File: src/rtl/sar_lt_value_recovery_pkg.sv
// rtl/sar_lt_value_recovery_pkg.sv - shared types, defaults and trial-word helper for the lt-oracle recovery engine
package sar_lt_value_recovery_pkg;

  localparam int DEF_WIDTH = 32;
  localparam int DEF_CNT_W = 6;

  typedef enum logic [1:0] {
    S_IDLE  = 2'd0,
    S_ISSUE = 2'd1,
    S_WAIT  = 2'd2,
    S_DONE  = 2'd3
  } state_e;

  // One bit of the trial word: the recovered bit, or forced to 1 at the probe position.
  function automatic logic trial_bit(input logic res_bit, input int unsigned pos,
                                     input int unsigned idx);
    return res_bit | (pos == idx);
  endfunction

endpackage

File: src/rtl/sar_lt_value_recovery.sv
// rtl/sar_lt_value_recovery.sv - MSB-first successive approximation of a secret from lt-oracle answers
module sar_lt_value_recovery
  import sar_lt_value_recovery_pkg::*;
#(
  parameter int WIDTH = DEF_WIDTH,
  parameter int CNT_W = DEF_CNT_W
) (
  input  logic             clk,
  input  logic             rst_n,
  input  logic             start,
  input  logic             abort,
  output logic             query_valid,
  input  logic             query_ready,
  output logic [WIDTH-1:0] query,
  input  logic             resp_valid,
  input  logic             resp_lt,
  output logic             busy,
  output logic             done,
  output logic [WIDTH-1:0] result,
  output logic [CNT_W-1:0] num_queries,
  output logic             proto_err
);

  state_e           state_q, state_d;
  logic [WIDTH-1:0] result_q, result_d;
  logic [CNT_W-1:0] idx_q, idx_d;
  logic [CNT_W-1:0] cnt_q, cnt_d;
  logic             err_q, err_d;

  logic [WIDTH-1:0] trial_w;
  logic [WIDTH-1:0] probe_mask;

  always_comb begin
    trial_w    = '0;
    probe_mask = '0;
    for (int i = 0; i < WIDTH; i++) begin
      trial_w[i]    = trial_bit(result_q[i], i, 32'(idx_q));
      probe_mask[i] = (32'(idx_q) == i);
    end
  end

  always_comb begin
    state_d     = state_q;
    result_d    = result_q;
    idx_d       = idx_q;
    cnt_d       = cnt_q;
    err_d       = err_q;
    query_valid = 1'b0;
    busy        = 1'b0;
    done        = 1'b0;

    // A response is only legal while waiting for one.
    if (resp_valid && state_q != S_WAIT) begin
      err_d = 1'b1;
    end

    case (state_q)
      S_IDLE: begin
        if (start) begin
          result_d = '0;
          cnt_d    = '0;
          err_d    = 1'b0;
          idx_d    = CNT_W'(WIDTH - 1);
          state_d  = S_ISSUE;
        end
      end
      S_ISSUE: begin
        query_valid = 1'b1;
        busy        = 1'b1;
        if (abort) begin
          state_d = S_IDLE;
        end else if (query_ready) begin
          cnt_d   = cnt_q + CNT_W'(1);
          state_d = S_WAIT;
        end
      end
      S_WAIT: begin
        busy = 1'b1;
        if (abort) begin
          state_d = S_IDLE;
        end else if (resp_valid) begin
          result_d = resp_lt ? (result_q & ~probe_mask) : (result_q | probe_mask);
          if (idx_q == '0) begin
            state_d = S_DONE;
          end else begin
            idx_d   = idx_q - CNT_W'(1);
            state_d = S_ISSUE;
          end
        end
      end
      S_DONE: begin
        done    = 1'b1;
        state_d = S_IDLE;
      end
      default: state_d = S_IDLE;
    endcase
  end

  always_ff @(posedge clk) begin
    if (!rst_n) begin
      state_q  <= S_IDLE;
      result_q <= '0;
      idx_q    <= CNT_W'(WIDTH - 1);
      cnt_q    <= '0;
      err_q    <= 1'b0;
    end else begin
      state_q  <= state_d;
      result_q <= result_d;
      idx_q    <= idx_d;
      cnt_q    <= cnt_d;
      err_q    <= err_d;
    end
  end

  assign query       = query_valid ? trial_w : '0;
  assign result      = result_q;
  assign num_queries = cnt_q;
  assign proto_err   = err_q;

endmodule
File: config.mk
export PLATFORM = sky130hd
export DESIGN_NAME = sar_lt_value_recovery
export DESIGN_NICKNAME = d
export VERILOG_FILES = /design/src/rtl/sar_lt_value_recovery_pkg.sv /design/src/rtl/sar_lt_value_recovery.sv
export SDC_FILE = /design/constraint.sdc
export NUM_CORES = 1
export LEC_CHECK = 0
export CAP_MARGIN = 20
export CORE_ASPECT_RATIO = 0.8
export CORE_MARGIN = 2
export CORE_UTILIZATION = 46
export DETAILED_ROUTE_END_ITERATION = 16
export GPL_ROUTABILITY_DRIVEN = 0
export PLACE_DENSITY = 0.81
export SYNTH_ARGS = -nofsm -noshare
export SYNTH_HDL_FRONTEND = slang
export SYNTH_SLANG_ARGS = --single-unit
File: constraint.sdc
create_clock -name clk -period 2.6 [get_ports clk]
set_input_delay 0.26 -clock clk [delete_from_list [all_inputs] [get_ports clk]]
set_output_delay 0.26 -clock clk [all_outputs]
set_load 0.01 [all_outputs]
==> results.json <==
{
  "layout_common_cells": "clkdlybuf4s50_1, dfxtp_1, a21oi_1",
  "clk_pin_slew_ns": 0.08,
  "dieWidth_um": 95.9,
  "first_pass_iters": 5,
  "grt_pass1_wl_um": 14300,
  "ys_warn_count": 0,
  "finalHoldViolations": 0,
  "slew-limit-headroom": 0.552,
  "cts_root_buf": "clkbuf_8",
  "rows": 26,
  "syn_nets": 403,
  "synth_compound_area_frac": 0.345,
  "htree_num_levels": 2,
  "outcome": "completed",
  "seq_area_sq_um": 946,
  "power.density_nw_per_um2": 374,
  "clock_skew_ns": 0.00703,
  "start_util": 0.480,
  "ys_seq_elements": 47,
  "period_share": 0.944,
  "core-area_sq_um": 6470,
  "cts_resized": 3,
  "drt_iter0_markers": 201,
  "rsz0062_at_grt": "no",
  "cts_hold_buf": 0,
  "crit_required_ns": 2.34,
  "overflow": 0,
  "grt_max_degree": 40,
  "p_leak_uw": 0.00131,
  "syn_avg_cell_area_sq_um": 8.05,
  "multi_input_area_sq_um": 1950,
  "crit-reg2reg-capture": "result[28]$_SDFFE_PN0P_",
  "synthCells": 386,
  "fin_ws_ns": 0.145,
  "wire_per_inst_um": 15.7,
  "seq_area_frac_synth": 0.303,
  "cts_buffers": 5,
  "n_fill_cell": 547,
  "crit_end": "query[29]",
  "cts.sinks": 47,
  "synth_ff_type": "dfxtp_1",
  "power_uw": 1540,
  "hpwlAfterDp_um": 5700,
  "cts_tree": "done",
  "peakVddDrop_v": 0.000272,
  "synth_edf_count": 0,
  "synth.distinct_cells": 49,
  "worstMarginPinSlew_ns": 0.670,
  "regToRegStartpoint": "state_q[0]$_SDFFE_PN0P_",
  "wl_um": 8430,
  "drive_above_1_share": 0.126,
  "regToRegSetupSlack_ns": 0.45,
  "crit_path_start": "idx_q[2]$_SDFFE_PN1P_",
  "final.setup.tns_ns": 0,
  "hold_class": "reg2reg",
  "ios": 81,
  "first_global_vias": 2961,
  "fmax_mhz": 407,
  "crit_fanout": 15,
  "synth_fa_ha_area_frac": 0.0403,
  "cts_setup_buffers": 0,
  "drc_errors": 0,
  "clock_latency_ns": 0.30,
  "min-delay-start": "result[0]$_SDFFE_PN0P_",
  "synth-xor-area-share": 0.00564,
  "crit_type": "reg2out",
  "synthSimpleGateAreaFrac": 0.227,
  "worstSetupEndpointType": "output pin",
  "min_period_ns": 2.46,
  "synth_top_family_by_area": "compound AO/OA/AOI/OAI gates",
  "setup_viol": 0,
  "syn_to_final_growth_pct": 32.9,
  "ant_nets": 0,
  "slew_violations": 0,
  "synthMuxAreaShare": 0,
  "synth_area_sq_um": 3110,
  "fin_nets": 470,
  "reg2reg_depth": 8,
  "viasPerCell": 5.88,
  "cp-start-kind": "register",
  "diodes": 0,
  "gr-usage-all-layers": 0.236,
  "async_flop_share": 0,
  "antenna_found_initial": 0,
  "port-buffer-count": 80,
  "vias": 3158,
  "die_h_um": 77.5,
  "final_common_cell": "clkdlybuf4s50_1",
  "pre_cts_ws_ns": 0.299,
  "max_cap_viol_count": 0,
  "clock_path_buffers": 2,
  "arrival_ns": 2.20,
  "dieArea_sq_um": 7430
}
[cells in the mapped netlist, types with 3 or more instances]
cell | instances | area share
a21oi_1 | 41 | 0.066
nor2b_1 | 32 | 0.064
inv_1 | 10 | 0.012
clkbuf_1 | 20 | 0.024
o21ai_1 | 20 | 0.032
o21ai_0 | 18 | 0.029
nor3_1 | 3 | 0.0048
dfxtp_1 | 47 | 0.30
and4bb_1 | 3 | 0.012
nand2_1 | 9 | 0.011
a21boi_1 | 33 | 0.080
nor2_1 | 7 | 0.0085
a21o_1 | 3 | 0.0072
nand3_1 | 38 | 0.061
buf_4 | 5 | 0.012
a211oi_2 | 7 | 0.028
nor4b_2 | 3 | 0.014
nand2b_1 | 3 | 0.0060
buf_2 | 14 | 0.023
a211oi_1 | 26 | 0.063
ha_1 | 10 | 0.040
[registers in the layout, indices dropped and copies added (netlist names)]
| signal | cells |
|---|---|
| state_q | 2 |
| num_queries | 6 |
| result | 32 |
| idx_q | 6 |
| proto_err | 1 |
[critical path, stage by stage, from the launching register on]
cell and delay [ns]:
dfxtp_2 0.51, and4b_1 0.40, buf_4 0.21, a21oi_1 0.07, nor2b_1 0.14, clkdlybuf4s50_1 0.56
[power breakdown]
group / internal, uW / total, uW / leakage (uW) / switching, uW
sequential: 725 / 732 / 0.000378 / 7.02
clock: 282 / 523 / 0.0000513 / 241
combinational: 121 / 288 / 0.000882 / 167
[cell type report]
type                            instances  area share
Clock inverter                          1     0.00727
Inverter                               11     0.00999
Sequential cell                        47       0.229
Timing Repair Buffer                  101       0.240
Clock buffer                            6      0.0176
Tap cell                               84      0.0254
Multi-Input combinational cell        287       0.471
[routing by layer]
metal  vias up  track usage  share of wire
met2       126        0.373           0.45
li1       1540            -              -
met1      1476        0.322           0.46
met5         -            0              0
met4         0       0.0686          0.018
met3        16       0.0505          0.071
[cells by family after synthesis]
family | count (synthesis)
adders and majority gates | 10
xor gates and xnor gates | 2
buffers and inverters | 52
DFF | 47
and+or+nand+nor | 113
AOI/OAI and AO/OA | 162
[worst min path at each step]
| stage | end | slack, ns | cells past startpoint |
|---|---|---|---|
| after global routing | result[26]$_SDFFE_PN0P_ | 0.52 | 2 |
| after CTS | result[0]$_SDFFE_PN0P_ | 0.48 | 2 |
| after detailed placement | result[0]$_SDFFE_PN0P_ | 0.46 | 2 |
| final | result[0]$_SDFFE_PN0P_ | 0.48 | 2 |
| after floorplan | proto_err$_SDFF_PN0_ | 0.42 | 2 |
| after global placement | result[0]$_SDFFE_PN0P_ | 0.46 | 2 |
[stage by stage]
stage	utilization	hold slack [ns]	instances	cell area, sq um
3_5_place_dp	0.615	0.462	529	3980
3_3_place_gp	0.615	0.461	529	3980
4_1_cts	0.633	0.480	536	4100
2_1_floorplan	-	0.420	386	3110
6_report	0.638	0.477	537	4130
5_1_grt	0.638	0.517	537	4130
(Power assumes the default switching activity.)
==> patch 1: new RTL, same settings <==
Change the package constant `DEF_CNT_W` from 6 to 4.
--- a/src/rtl/sar_lt_value_recovery_pkg.sv
+++ b/src/rtl/sar_lt_value_recovery_pkg.sv
@@ -3,5 +3,5 @@
 
   localparam int DEF_WIDTH = 32;
-  localparam int DEF_CNT_W = 6;
+  localparam int DEF_CNT_W = 4;
 
   typedef enum logic [1:0] {
Ports: changed (resized num_queries); port bits go from 81 to 79. No check against the original RTL was run, so the function may have changed too.
==> patch 1 against the unedited design <==
Final cell count decreased by 37%; area after synthesis decreased by 37%; power decreased by 42%; core utilization decreased by 6.1 points; critical path depth decreased by 1; sequential cell count decreased by 20; cell area decreased by 42%; synthesized cell count decreased by 37%; wire length decreased by 47%; fmax increased by 5.5%; sequential power decreased by 42%; worst setup slack improved by 130 ps; largest power group unchanged.
==> patch 1: results (changes against the unedited design) <==
| Metric | Value |
|---|---|
| Worst hold path endpoint | `result[5]` |
| Final Worst Setup Slack | `273 ps (+128 ps)` |
| Non-Filler Instances | `338 (-37%)` |
| Clk Latency, worst-skew pair | `270 ps (-30 ps)` |
| Number of I/O port buffers | `46 (-43%)` |
| DR iter-0 viols | `148 (-26%)` |
| Clock tree buffer depth | `2 (unchanged)` |
| Initial antenna violation count | `0 (unchanged)` |
| Global-route wire length before repair | `7.55 mm (-47%)` |
| Synth unique cells | `37 (-24%)` |
| NumNets Final | `299 (-36%)` |
| R2r endpoint | `result[6]` |
| Peak supply drop | `0.232 mV (-14%)` |
| Startpoint of the worst hold path | `result[5]` |
| WL met3 | `296 um (-51%)` |
| Total wire length | `4.49 mm (-47%)` |
| Drt first pass iters | `4 (-1)` |
| Largest net degree at the start of global routing | `27 (-33%)` |
| Layout cell share with drive strength beyond 1 | `5.69% (-6.9 points)` |
| Post-synth top cells | `buf_4 (33), dfxtp_1 (27), nand3_1 (23), a21oi_1 (22), nor2b_1 (18)` |
| CP endpoint | `query[12]` |
| Max H-tree Level | `1 (-1)` |
| Clk root buf | `clkbuf_8` |
| Reg area | `541 um2 (-43%)` |
| Ranking of synthesized cells by area | `dfxtp_1 (28%), buf_4 (13%), ha_1 (6.4%), nand3_1 (5.9%), nor2b_1 (5.8%)` |
| Antenna Cells | `0 (unchanged)` |
| Final Skew | `13.0 ps (+5.93 ps)` |
| Post_cts resized | `0 (-3)` |
| DP HPWL | `3.30 mm (-42%)` |
| Met1 Wirelength | `2.07 mm (-47%)` |
| DR WL met2 | `2.10 mm (-45%)` |
| Final hold slack | `490 ps (+13.0 ps)` |
| Crit-path max FO | `13 (-2)` |
| Reg2reg setup slack | `540 ps (+90 ps)` |
| Routing usage on met3 | `3.49% (-1.6 points)` |
| Vias in the first global route | `1594 (-46%)` |
| FILL cells | `393 (-28%)` |
| Placed cell area | `2340 um2 (-41%)` |
| GR Layer Usage met2 | `30.9% (-6.4 points)` |
| Tot GR Track Use | `18.9% (-4.7 points)` |
| Placeable Area | `4130 um2 (-36%)` |
| Met1 GRT Util | `26.3% (-5.9 points)` |
| DP Worst Slack | `598 ps (+299 ps)` |
| Clock Pin Slew Worst Setup and Hold Paths | `100 ps (+20 ps)` |
| Post-Syn Area per Cell | `8.07 um2 (+0.17%)` |
| Worst Reg-to-Reg Cells | `6 (-2)` |
| Post-synth ARST share | `0% (unchanged)` |
| DR vias/cell | `5.22 (-11%)` |
| Placed insts | `334 (-37%)` |
| Outcome | `finished clean` |
| Post-synthesis sequential area ratio | `27.7% (-2.6 points)` |
| CTS buffer count | `3 (-2)` |
| Slew @ Worst Pin | `689 ps (+19.8 ps)` |
| Max reg flops | `16 (-50%)` |
| Leak Pwr | `0.000905 uW (-31%)` |
patch 1: report_power, final:
part	leakage (uW)	switching [uW]	internal, uW
sequential	0.000218	5.96	420
combinational	0.000661	141	88.1
clock	0.0000255	131	107
patch 1: cells by family (layout without fill, tap and decap cells):
kind of cell | Yosys count | count (layout) | share of synthesized area [%]
buf+inv | 54 | 62 | 17.2
flops | 27 | 27 | 27.7
mux | 4 | 4 | 2.05
compound gates | 65 | 65 | 23.0
xor+xnor | 2 | 2 | 0.898
simple gates | 79 | 79 | 22.5
fa+ha+maj | 10 | 10 | 6.41
other cells | 1 | 32 | 0.192
patch 1: final cells by class:
cell class / instances / share of cell area, %
inverters: 8 / 1.26
well taps: 57 / 2.99
repair buffers: 50 / 21.1
flip-flops and latches: 27 / 22.7
clock inverters: 1 / 0.210
multi-input cells: 192 / 50.0
clock buffers: 3 / 1.73
patch 1: critical path, cell delays in order, from the launching register on:
cell             delay (ps)
dfxtp_1                 620
and2_1                  350
a21oi_1                 130
nor2b_1                 140
clkdlybuf4s50_1         550
==> patch 2: new RTL, same flow settings <==
Without the edit above. `result_q` no longer has a reset.
--- a/src/rtl/sar_lt_value_recovery.sv
+++ b/src/rtl/sar_lt_value_recovery.sv
@@ -100,5 +100,4 @@
     if (!rst_n) begin
       state_q  <= S_IDLE;
-      result_q <= '0;
       idx_q    <= CNT_W'(WIDTH - 1);
       cnt_q    <= '0;
@@ -106,9 +105,12 @@
     end else begin
       state_q  <= state_d;
-      result_q <= result_d;
       idx_q    <= idx_d;
       cnt_q    <= cnt_d;
       err_q    <= err_d;
     end
+  end
+
+  always_ff @(posedge clk) begin
+    result_q <= result_d;
   end
 
Behaviour: differs if rst_n is asserted again (counterexample within 4 cycles, from zero or initial values and one cycle with rst_n low); with rst_n held inactive, the same outputs for 10 cycles.
==> patch 2 against the unedited design <==
Sequential cell count did not move; wire length shrank 6.6%; clock skew about the same; critical path depth is 1 higher; worst setup slack worse by 32 ps; register-to-register slack worse by 40 ps; via count shrank 11%; area after synthesis shrank 0.56%; cell area decreased by 2.6%; critical endpoint is now query[0]; largest cell class unchanged.
Power is not compared: it rests on default switching activity, and its combinational part moved more than twofold at a synthesized area within 25%.
==> patch 2: results (changes against the unedited design) <==
| Metric | Value |
|---|---|
| Most common flop cell mapped by yosys | `edfxtp_1` |
| Routed vias | `2814 (-11%)` |
| DP Worst Slack | `278 ps (-21.0 ps)` |
| Crit-path max FO | `7 (-8)` |
| Non-Filler Instances | `502 (-6.5%)` |
| Largest net degree at the start of global routing | `45 (+13%)` |
| Placed cell area | `3920 um2 (-1.6%)` |
| Vias in the first global route | `2575 (-13%)` |
| Post-synth top cells | `a21oi_1 (52), nand2_1 (37), edfxtp_1 (32), nor2_1 (28)` |
| Antenna Cells | `0 (unchanged)` |
| Number of I/O port buffers | `80 (unchanged)` |
| Count of flip-flops with a built-in enable after synthesis | `32 (+32)` |
| Clk root buf | `clkbuf_8` |
| Reg2reg setup slack | `410 ps (-40 ps)` |
| DP HPWL | `5.35 mm (-6.3%)` |
| Outcome | `finished clean` |
| Tot GR Track Use | `21.4% (-2.2 points)` |
| Worst Reg-to-Reg Cells | `7 (-1)` |
| Postcts setup bufs | `0 (unchanged)` |
| Syn_nets | `369 (-8.4%)` |
| Max H-tree Level | `2 (unchanged)` |
| Peak supply drop | `between 0.2 and 0.25 mV` |
| Critical Path Source | `idx_q[0]` |
| Max reg flops | `32 (unchanged)` |
| Slowest-stage cell, CP | `clkdlybuf4s50_1` |
| YS warnings | `0 (unchanged)` |
| DR iter-0 viols | `148 (-26%)` |
| Cells after Synth | `352 (-8.8%)` |
| CP max stage delay | `530 ps (-30 ps)` |
| R2r endpoint | `idx_q[1]` |
| CP arrival | `2230 ps (+30 ps)` |
| Layout cell share with drive strength beyond 1 | `11.0% (-1.6 points)` |
| Clk Latency, worst-skew pair | `300 ps (about the same)` |
| Final Worst Setup Slack | `113 ps (-31.8 ps)` |
| Synth unique cells | `51 (+4.1%)` |
| Worst min-delay path class | `reg2reg` |
| Clock tree buffer depth | `2 (unchanged)` |
| Delay-heaviest family, CP | `buffers and inverters` |
| Global-route wire length before repair | `12.6 mm (-12%)` |
| Wire per inst | `15.7 um (-0.11%)` |
| CTS buffer count | `5 (unchanged)` |
| Initial antenna violation count | `0 (unchanged)` |
| Drt first pass iters | `4 (-1)` |
| Clock Pin Slew Worst Setup and Hold Paths | `80 ps (about the same)` |
| NumNets Final | `434 (-7.7%)` |
| Placed insts | `493 (-6.8%)` |
| CP endpoint | `query[0]` |
| Post-synth ARST share | `0% (unchanged)` |
| Leak Pwr | `0.00138 uW` |
| Final Skew | `7.01 ps (-0.0192 ps)` |
| Ranking of synthesized cells by area | `edfxtp_1 (31%), dfxtp_1 (9.7%), a21oi_1 (8.4%), nand2_1 (4.5%), ha_1 (4.0%)` |
| Post-synthesis sequential area ratio | `40.8% (+11 points)` |
| FILL cells | `537 (-1.8%)` |
| Slew @ Worst Pin | `524 ps (-145 ps)` |
-- patch 2: worst reg2reg max path: stages, from the launching register on --
cell and delay, ps:
dfxtp_2 360, inv_1 120, ha_2 220, buf_4 180, nor3b_1 420, nand2_1 280
a211oi_1 330, o21ai_0 150
-- patch 2: cell type report --
cell class / count / area, um2 / share of cell area, %
Clock buffer: 6 / 72.6 / 1.80
Timing Repair Buffer: 89 / 893 / 22.2
Tap cell: 84 / 105 / 2.61
Sequential cell: 47 / 1260 / 31.4
Clock inverter: 2 / 7.51 / 0.187
Multi-Input combinational cell: 266 / 1650 / 41.0
Inverter: 8 / 30.0 / 0.747
-- patch 2: stage by stage --
stage / power, uW / setup TNS (ps)
floorplan: 1260 / 0
detailed placement: 1610 / 0
CTS: 2030 / 0
global placement: 1600 / 0
finish: 2020 / 0
global route: 2120 / -5.73
-- patch 2: worst min path at each step --
stage | start | end | slack [ps] | depth (start not counted)
after floorplan | resp_valid | proto_err | 420 | 2
after global placement | proto_err | proto_err | 470 | 2
after detailed placement | proto_err | proto_err | 480 | 2
after CTS | proto_err | proto_err | 500 | 2
after global routing | proto_err | proto_err | 520 | 2
final | proto_err | proto_err | 510 | 2
-- patch 2: power by group --
part | total, uW | switching (uW) | internal (uW)
logic | 631 | 301 | 330
clock network | 426 | 242 | 184
registers | 965 | 63.8 | 901
-- patch 2: metal layers --
layer	part of all wire [%]	global-route usage [%]
met1	46	29.7
met2	46	33.3
met3	6.6	5.01
met4	1.2	6.29
met5	0	0
-- patch 2: kinds of logic (layout without fill, tap and decap cells) --
| group | Yosys count | in the layout | synth area share, % |
|---|---|---|---|
| xor gates and xnor gates | 3 | 3 | 0.850 |
| DFF | 47 | 47 | 40.8 |
| buffers and inverters | 40 | 105 | 6.72 |
| muxes | 3 | 3 | 1.01 |
| adders and majority gates | 10 | 10 | 4.05 |
| AOI/OAI and AO/OA | 105 | 105 | 20.6 |
| and+or+nand+nor | 144 | 145 | 26.0 |
-- patch 2: repair_timing --
action                     4_1_cts  5_1_grt
cloned                           0        1
setup endpoints to repair        2        7
resized for setup                1        7
